==> config.mk <==
export PLATFORM = sky130hd
export DESIGN_NAME = zrtc_glyph_addr_seq
export DESIGN_NICKNAME = d
export VERILOG_FILES = /design/src/rtl/zrtc_glyph_addr_seq.sv
export SDC_FILE = /design/constraint.sdc
export NUM_CORES = 1
export LEC_CHECK = 0
export BUFFER_PORTS_ARGS = -buffer_cell sky130_fd_sc_hd__buf_2
export CAP_MARGIN = 0
export CORE_AREA = 4 4 97 99
export DETAILED_ROUTE_END_ITERATION = 16
export DIE_AREA = 0 0 101 103
export GPL_ROUTABILITY_DRIVEN = 0
export PLACE_DENSITY = 0.53
export SLEW_MARGIN = 20
export SYNTH_ARGS = -nofsm -noshare
export SYNTH_HDL_FRONTEND = slang
export SYNTH_SLANG_ARGS = --single-unit
==> constraint.sdc <==
create_clock -name clk -period 3.23 [get_ports clk]
set_input_delay 0.1615 -clock clk [delete_from_list [all_inputs] [get_ports clk]]
set_output_delay 0.1615 -clock clk [all_outputs]
set_load 0.01 [all_outputs]
==> src/rtl/zrtc_glyph_addr_seq.sv <==
// rtl/zrtc_glyph_addr_seq.sv - glyph ROM address sequencer for one row of RTC characters
//
// Snapshots a packed vector of BCD character codes on start, then streams every
// glyph-ROM word address of the row (char 0..NUM_CHARS-1, word 0..GLYPH_STRIDE-1
// within each char) over a valid/ready handshake.
//
// Ports:
//   clk         system clock
//   rst         synchronous reset, active-high
//   start       single-cycle frame request, honoured only when idle
//   lz_blank    blank char 0 when its code is 0 (captured with start)
//   digits      char c code at digits[4c+3:4c] (captured with start)
//   addr_ready  consumer accepts addr this cycle
//   addr_valid  addr holds a valid address
//   addr        glyph ROM word address (registered)
//   char_idx    character index of the current addr
//   busy        frame in progress
//   done        one-cycle pulse after the last beat is accepted
module zrtc_glyph_addr_seq #(
  parameter int NUM_CHARS    = 8,
  parameter int ADDR_W       = 11,
  parameter int GLYPH_BASE   = 1024,
  parameter int GLYPH_STRIDE = 36,
  parameter int COLON_CODE   = 10,
  parameter int BLANK_CODE   = 11,
  parameter logic [NUM_CHARS-1:0] SEP_MASK = 8'h24,
  localparam int CW = (NUM_CHARS > 1) ? $clog2(NUM_CHARS) : 1
) (
  input  logic                   clk,
  input  logic                   rst,
  input  logic                   start,
  input  logic                   lz_blank,
  input  logic [NUM_CHARS*4-1:0] digits,
  input  logic                   addr_ready,
  output logic                   addr_valid,
  output logic [ADDR_W-1:0]      addr,
  output logic [CW-1:0]          char_idx,
  output logic                   busy,
  output logic                   done
);

  localparam int WW = (GLYPH_STRIDE > 1) ? $clog2(GLYPH_STRIDE) : 1;
  localparam logic [WW-1:0] WORD_LAST = WW'(GLYPH_STRIDE - 1);
  localparam logic [CW-1:0] CHAR_LAST = CW'(NUM_CHARS - 1);

  typedef enum logic [1:0] {
    S_IDLE = 2'd0,
    S_RUN  = 2'd1,
    S_DONE = 2'd2
  } state_t;

  state_t                   state, state_nxt;
  logic [WW-1:0]            word, word_nxt;
  logic [CW-1:0]            char_nxt;
  logic [ADDR_W-1:0]        addr_nxt;
  logic [NUM_CHARS*4-1:0]   snap, snap_nxt;
  logic                     lz_q, lz_nxt;
  logic [CW-1:0]            char_inc;
  logic                     last_beat;

  // Glyph code actually displayed for a character position.
  function automatic logic [3:0] sel_code(input logic [CW-1:0] c, input logic [3:0] raw,
                                          input logic lz);
    if (SEP_MASK[c])
      return 4'(COLON_CODE);
    else if (c == '0 && lz && raw == 4'd0)
      return 4'(BLANK_CODE);
    else if (raw <= 4'd10)
      return raw;
    else
      return 4'd0;
  endfunction

  function automatic logic [ADDR_W-1:0] glyph_addr(input logic [3:0] code);
    return ADDR_W'(GLYPH_BASE) + ADDR_W'(code) * ADDR_W'(GLYPH_STRIDE);
  endfunction

  always_ff @(posedge clk) begin
    if (rst) begin
      state    <= S_IDLE;
      word     <= '0;
      char_idx <= '0;
      addr     <= '0;
      snap     <= '0;
      lz_q     <= 1'b0;
    end else begin
      state    <= state_nxt;
      word     <= word_nxt;
      char_idx <= char_nxt;
      addr     <= addr_nxt;
      snap     <= snap_nxt;
      lz_q     <= lz_nxt;
    end
  end

  always_comb begin
    state_nxt  = state;
    word_nxt   = word;
    char_nxt   = char_idx;
    addr_nxt   = addr;
    snap_nxt   = snap;
    lz_nxt     = lz_q;
    char_inc   = char_idx + CW'(1);
    last_beat  = (word == WORD_LAST) && (char_idx == CHAR_LAST);
    addr_valid = 1'b0;
    busy       = 1'b0;
    done       = 1'b0;

    case (state)
      S_IDLE: begin
        if (start) begin
          state_nxt = S_RUN;
          snap_nxt  = digits;
          lz_nxt    = lz_blank;
          word_nxt  = '0;
          char_nxt  = '0;
          // First address comes straight from the live inputs; it is registered here,
          // so the output itself never sees a combinational path from digits.
          addr_nxt  = glyph_addr(sel_code('0, digits[3:0], lz_blank));
        end
      end
      S_RUN: begin
        addr_valid = 1'b1;
        busy       = 1'b1;
        if (addr_ready) begin
          if (last_beat) begin
            state_nxt = S_DONE;
            word_nxt  = '0;
            char_nxt  = '0;
          end else if (word == WORD_LAST) begin
            word_nxt = '0;
            char_nxt = char_inc;
            addr_nxt = glyph_addr(sel_code(char_inc, snap[4*int'(char_inc) +: 4], lz_q));
          end else begin
            // Words of one glyph are contiguous, so stepping the address is enough.
            word_nxt = word + WW'(1);
            addr_nxt = addr + ADDR_W'(1);
          end
        end
      end
      S_DONE: begin
        done      = 1'b1;
        state_nxt = S_IDLE;
      end
      default: state_nxt = S_IDLE;
    endcase
  end

endmodule

### After elaboration in Yosys (flattened, before gate mapping)

Memory sizes are Yosys's and may differ from the RTL's.
Index checks and enable logic that the tools add are counted.

* ROM bits: 8
* word-level logic and storage cells: 74
* output and inout port bits: 17
* bits of input ports: 37
* memories kept: 1
* flip-flop bits (word level): 55

Memories
* (no name shown): depth 8, width 1, read ports 1, clocked after memory_dff 0, write ports 0, RTL line 64 `if (SEP_MASK[c])`

* reduce and logical (&&, ||, !) cells: 14
* equality and inequality tests: 9
* magnitude comparators: 3
* $add $sub $neg: 5
* shift-type cells: 1
* multiplexer cells: 33
* multiply operators: 2

Operators by type and width (number)
* $mux 11: 4
* $mux 4: 11
* $shiftx 32x6->4: 1
* $mux 6: 4
* $add 11x10->11 const A: 2
* $pmux 11 s2: 1
* $mul 4x4->8 const B: 2
* $mux 3: 4
* $pmux 6 s2: 1
* $add 11x1->11 const B: 1
* $le 4x4->1 const B: 2
* $logic_not 4->1: 2
* $ne 2x2->1 const B: 4
* $reduce_and 4->1: 2
* $add 6x1->6 const B: 1
* $eq 6x6->1 const B: 1
* $mux 2: 3
* $pmux 3 s2: 1
* $reduce_and 3->1: 2
* $logic_and 1x1->1: 4
* $lt 3x4->1 const B: 1
* $pmux 2 s2: 1
* $add 3x1->3 const B: 1
* $eq 3x3->1 const B: 1
* other kinds (8): 10

### Longest topological paths before layout

* depth in word-level cells: 16
* mapped depth: 17

### Worst setup path before layout

No wires, ideal clock.

* path type: reg-to-reg
* start point: reg char_idx[0]
* end point: reg addr[8]
* arrival time: 3.432 ns
* period minus slack after synthesis: 3.506 ns
* path buffers: 2
* path slack: -0.276 ns
* library setup time: 0.073 ns
* cell stages (with the launch flop): 18
* cell sequence: dfxtp_1 clkbuf_1 inv_1 ha_1 buf_6 mux4_1 mux2i_4 a21oi_1 o21bai_2 nand2_1 ha_1 ha_1 ha_1 a21oi_1 nor2_1 o41ai_1 a22oi_1 nor3_2

* cells in the longest elaborated chain, start to end: 16
* elaborated cells between the ends (all ways): 26
* classes of those cells: add/sub: 2; mul: 1; order compare: 1; eq/ne: 2; shift: 1; mux: 12; reduce/logical: 6; memory: 1

Ends and longest elaborated chain
* start, declared: RTL line 37 `output logic [CW-1:0] char_idx,`
* start signal, assigned: RTL line 89 `char_idx <= char_nxt;`
* $add 3x1->3: RTL line 103 `char_inc = char_idx + CW'(1);`
* $shiftx 32x6->4 or $logic_not 3->1 (tied branches): RTL line 133, 66
* $le 4x4->1 (tied with other cells): RTL line 68 `else if (raw <= 4'd10)`
* $mux 4 or $logic_and 1x1->1 (tied branches): RTL line 68, 66
* $mux 4: RTL line 66 `else if (c == '0 && lz && raw == 4'd0)`
* $mux 4: RTL line 64
* $mux 4: RTL line 130 `end else if (word == WORD_LAST) begin`
* $mux 4: RTL line 126 `if (last_beat) begin`
* $mux 4: RTL line 125 `if (addr_ready) begin`
* $mux 4: RTL line 109 `case (state)`
* $mul 4x4->8: RTL line 75 `return ADDR_W'(GLYPH_BASE) + ADDR_W'(code) * ADDR_W'(GLYPH_STRIDE);`
* $add 11x10->11: RTL line 75
* $mux 11: RTL line 130
* $mux 11: RTL line 126
* $mux 11: RTL line 125
* $pmux 11 s2: RTL line 109
* end signal, assigned: RTL line 90 `addr <= addr_nxt;`
* end, declared: RTL line 36 `output logic [ADDR_W-1:0] addr,`

Several ways; a longest one is shown, not always the timed one. The select of a mux whose other input is x is not followed.
A chain may end at the register's enable or synchronous reset.

### Final worst setup path

Same ends and word-level chain as after synthesis.

==> impl_results.md <==
- CTS tree: yes
- Crit start category: flip-flop
- DRC viols: 0
- Layout cells sized above 1: a little over a quarter
- Vias after detailed routing: 2658
- Warnings from Yosys: 0
- Post-route cell area: ~3600 um2
- Final Hold Vio Count: 0
- # setup viols final: 0
- Static Leak: between 1 and 1.5 nW
- VDD IR-drop max: about 0.00024 V
- Crit-path max cell delay: roughly 0.5 ns
- Clk Latency, worst-skew pair: around 0.32 ns
- WL final: between 7 and 8 mm
- Antenna Cells: 0
- Arr. time, crit path: 3.33 ns
- Share of the synthesized area in the top cell type: between 30% and 40%
- Antenna viol nets, final: 0
- Via/cell ratio: approximately 5.1
- CP Cell Sequence: inv_2 > ha_4 > buf_4 > mux4_2 > mux2i_4 > a21oi_2 > o21bai_2 > nand2_1 > ha_2 > ha_4 > ha_4 > buf_4 > nor2_1 > mux2i_1 > a211oi_1 > nor3_2
- Placement Setup Slack: -0.0278 ns
- CTS Buf Count: 5
- Clock Skew: ~0.0085 ns
- CP Capture Type: flip-flop
- Nets@finish: ~460
- Antenna violations before repair: 0
- Final WS setup: roughly 0.096 ns
- Area leader, netlist: dfxtp_1
- Sequential share of the synthesized area: between 30% and 40%
- Worst Path Required: 3.43 ns
- Post-synth EDFFs: 0
- # IOs: 54
- Util after Layout: 41.7%
- Slew Viols, Final: 0
- Clock slew at reported path FFs: roughly 0.11 ns
- Crit Path Max Fanout: 6
- Rows: 34
- Detail Placement HPWL: about 5.5 mm
- Mapped Avg Cell Area: approximately 8.2 um2
- Outcome: complete, no violations
- Cell family with most CP delay: adder cells
- Initial DRC count: 93
- Power Dens Cells: around 410 nW/um2
- Initial Util: 34.3%
- IO Port Bufs: between 50 and 60
- Placed inst area: approximately 3300 um2
- Routed WL per cell: 14.4 um
- Core area: approximately 8600 um2
- Post-Syn Nets: 407
- CP dominant cell by count: ha_4
- Cell Area, Synth: ~2900 um2
- Vias in the first global route: approximately 2.6k
- Slew of the pin with the lowest slew margin: 0.624 ns
- CP bufs+invs: 3
- Period utilisation layout: between 90% and 100%
- Critical path type: reg -> reg
- Fmax: 0.319 GHz
- Hold Crit Class: in -> reg
- Largest net degree at the start of global routing: 35
- Area grow syn2layout: 21.8%
- Die X: a little over 100 um
- Cts hold-fix bufs: 0
- Root buffer cell: clkbuf_8
- Worst slew margin: slightly below 60%
- Die H: between 100 and 150 um
- Die ar.: approximately 10000 um2
- Setup TNS: 0 ns
- Synth unique cells: 48
- Ranking of synthesized cells by area: dfxtp_1 (38%), nand2_1 (11%), a21oi_1 (8.2%)
- Slowest cell on the critical path: mux4_2
- GR Overflow Total: 0
- First-pass GRT wire length: 12.4 mm
- Synth Instances: approximately 360
- CTS max path bufs: 2
- Clk sinks: 55
- H-tree Lvls: 2
- Detailed Routing Iterations Pass 1: 4
- RSZ-0062 raised after global routing: true
- Tmin final: 3.13 ns
- Ys async rst share: 0%
- GRT Overall Usage: between 10% and 20%
- Flops & latches, synth: 55
- Ys flop type: dfxtp_1
- Fillers: 883
- Max Cap Viol: 0
==> worst register-to-register path: cells and delay by family, from the launching register on <==
family	cells	cell delay, ns
buffers and inverters	3	0.29
adders and majority gates	4	0.81
muxes	3	0.80
DFF	1	0.36
AOI/OAI and AO/OA	3	0.51
and+or+nand+nor	3	0.24
==> cell families after synthesis <==
family / share of synthesized area (%)
multiplexers: 11.0
AND/OR/NAND/NOR: 23.3
buffers and inverters: 3.97
AO/OA/AOI/OAI: 15.9
adder cells (fa/ha/maj): 5.55
XOR/XNOR: 2.69
flip-flops: 37.6
==> where the power goes <==
| part | internal [mW] | switching, mW |
|---|---|---|
| Sequential | 0.715 | 0.0307 |
| Combinational | 0.102 | 0.139 |
| Clock | 0.225 | 0.245 |
| Total | 1.04 | 0.414 |
==> area by class of cell <==
cell class / instances / area, um2 / area share, %
Clock buffer: 7 / 108 / 3.02
Tap cell: 108 / 135 / 3.79
Timing Repair Buffer: 71 / 408 / 11.4
Multi-Input combinational cell: 275 / 1780 / 49.9
Inverter: 6 / 22.5 / 0.631
Clock inverter: 1 / 8.76 / 0.245
Sequential cell: 55 / 1110 / 31.0
==> through the flow <==
stage	std cells	power [mW]	hold slack (ns)
final	523	1.46	0.0695
after global routing	523	1.53	0.0587
after CTS	517	1.47	0.0617
after detailed placement	507	0.994	0.407
after global placement	507	0.992	0.403
after floorplan	357	0.910	0.297
==> registers in the layout (all words and copies together) (netlist names) <==
signal	count
addr	11
char_idx	3
lz_q	1
snap	32
state	2
word	6
==> cell usage after synthesis (5+ instances only) <==
library cell,n
nor2_1,26
nand2_1,88
clkbuf_1,16
xor2_1,5
a21oi_1,48
dfxtp_1,55
nor3_1,8
o21ai_0,8
ha_1,13
mux4_1,8
inv_1,6
nand3_1,9
==> timing repair <==
action,in CTS,in global routing
cloned,0,0
setup endpoints to repair,1,1
pin swaps,2,6
setup buffers,2,6
gates resized for setup,7,11
==> final timing paths <==
kind	from	endpoint	slack, ns	cells past startpoint
min	digits[5]	snap[5]$_SDFFE_PP0P_	0.07	3
max	char_idx[0]$_SDFFE_PP0P_	addr[8]$_SDFFE_PP0P_	0.1	16
max reg2reg	char_idx[0]$_SDFFE_PP0P_	addr[8]$_SDFFE_PP0P_	0.1	16
min reg2reg	snap[17]$_SDFFE_PP0P_	snap[17]$_SDFFE_PP0P_	0.46	2
==> routing by layer <==
| metal | global-route usage, % | vias to the layer above | part of all wire (%) |
|---|---|---|---|
| li1 | - | 1358 | - |
| met1 | 19.3 | 1212 | 46 |
| met2 | 25.3 | 74 | 47 |
| met3 | 2.64 | 14 | 5.1 |
| met4 | 4.81 | 0 | 2.0 |
| met5 | 0 | - | 0 |
==> cells in the final DEF, fill, tap and decap left out, types with 2 or more instances in the layout <==
| master | Yosys | final |
|---|---|---|
| nor3_1 | 8 | 7 |
| xor2_1 | 5 | 5 |
| ha_1 | 13 | 8 |
| a211oi_1 | 4 | 4 |
| buf_2 | 3 | 53 |
| inv_2 | 0 | 2 |
| or4_1 | 2 | 2 |
| clkbuf_8 | 0 | 6 |
| ha_4 | 0 | 4 |
| nor4_1 | 3 | 3 |
| mux2_4 | 1 | 3 |
| and3_1 | 4 | 4 |
| nand3_1 | 9 | 9 |
| a22oi_1 | 3 | 3 |
| o21ai_0 | 8 | 8 |
| mux4_2 | 0 | 6 |
| mux2i_1 | 4 | 4 |
| buf_4 | 1 | 16 |
| a21oi_1 | 48 | 46 |
| nand2_1 | 88 | 87 |
| nand4_1 | 4 | 4 |
| buf_6 | 1 | 2 |
| nor3_2 | 1 | 2 |
| inv_1 | 6 | 4 |
| nor2b_1 | 4 | 4 |
| a21oi_2 | 1 | 3 |
| nand2b_1 | 3 | 3 |
| a31oi_1 | 3 | 3 |
| nor2_1 | 26 | 25 |
| dfxtp_1 | 55 | 53 |
| mux4_1 | 8 | 2 |
| xnor2_1 | 4 | 4 |
No activity file was read; power rests on OpenSTA's default activity.
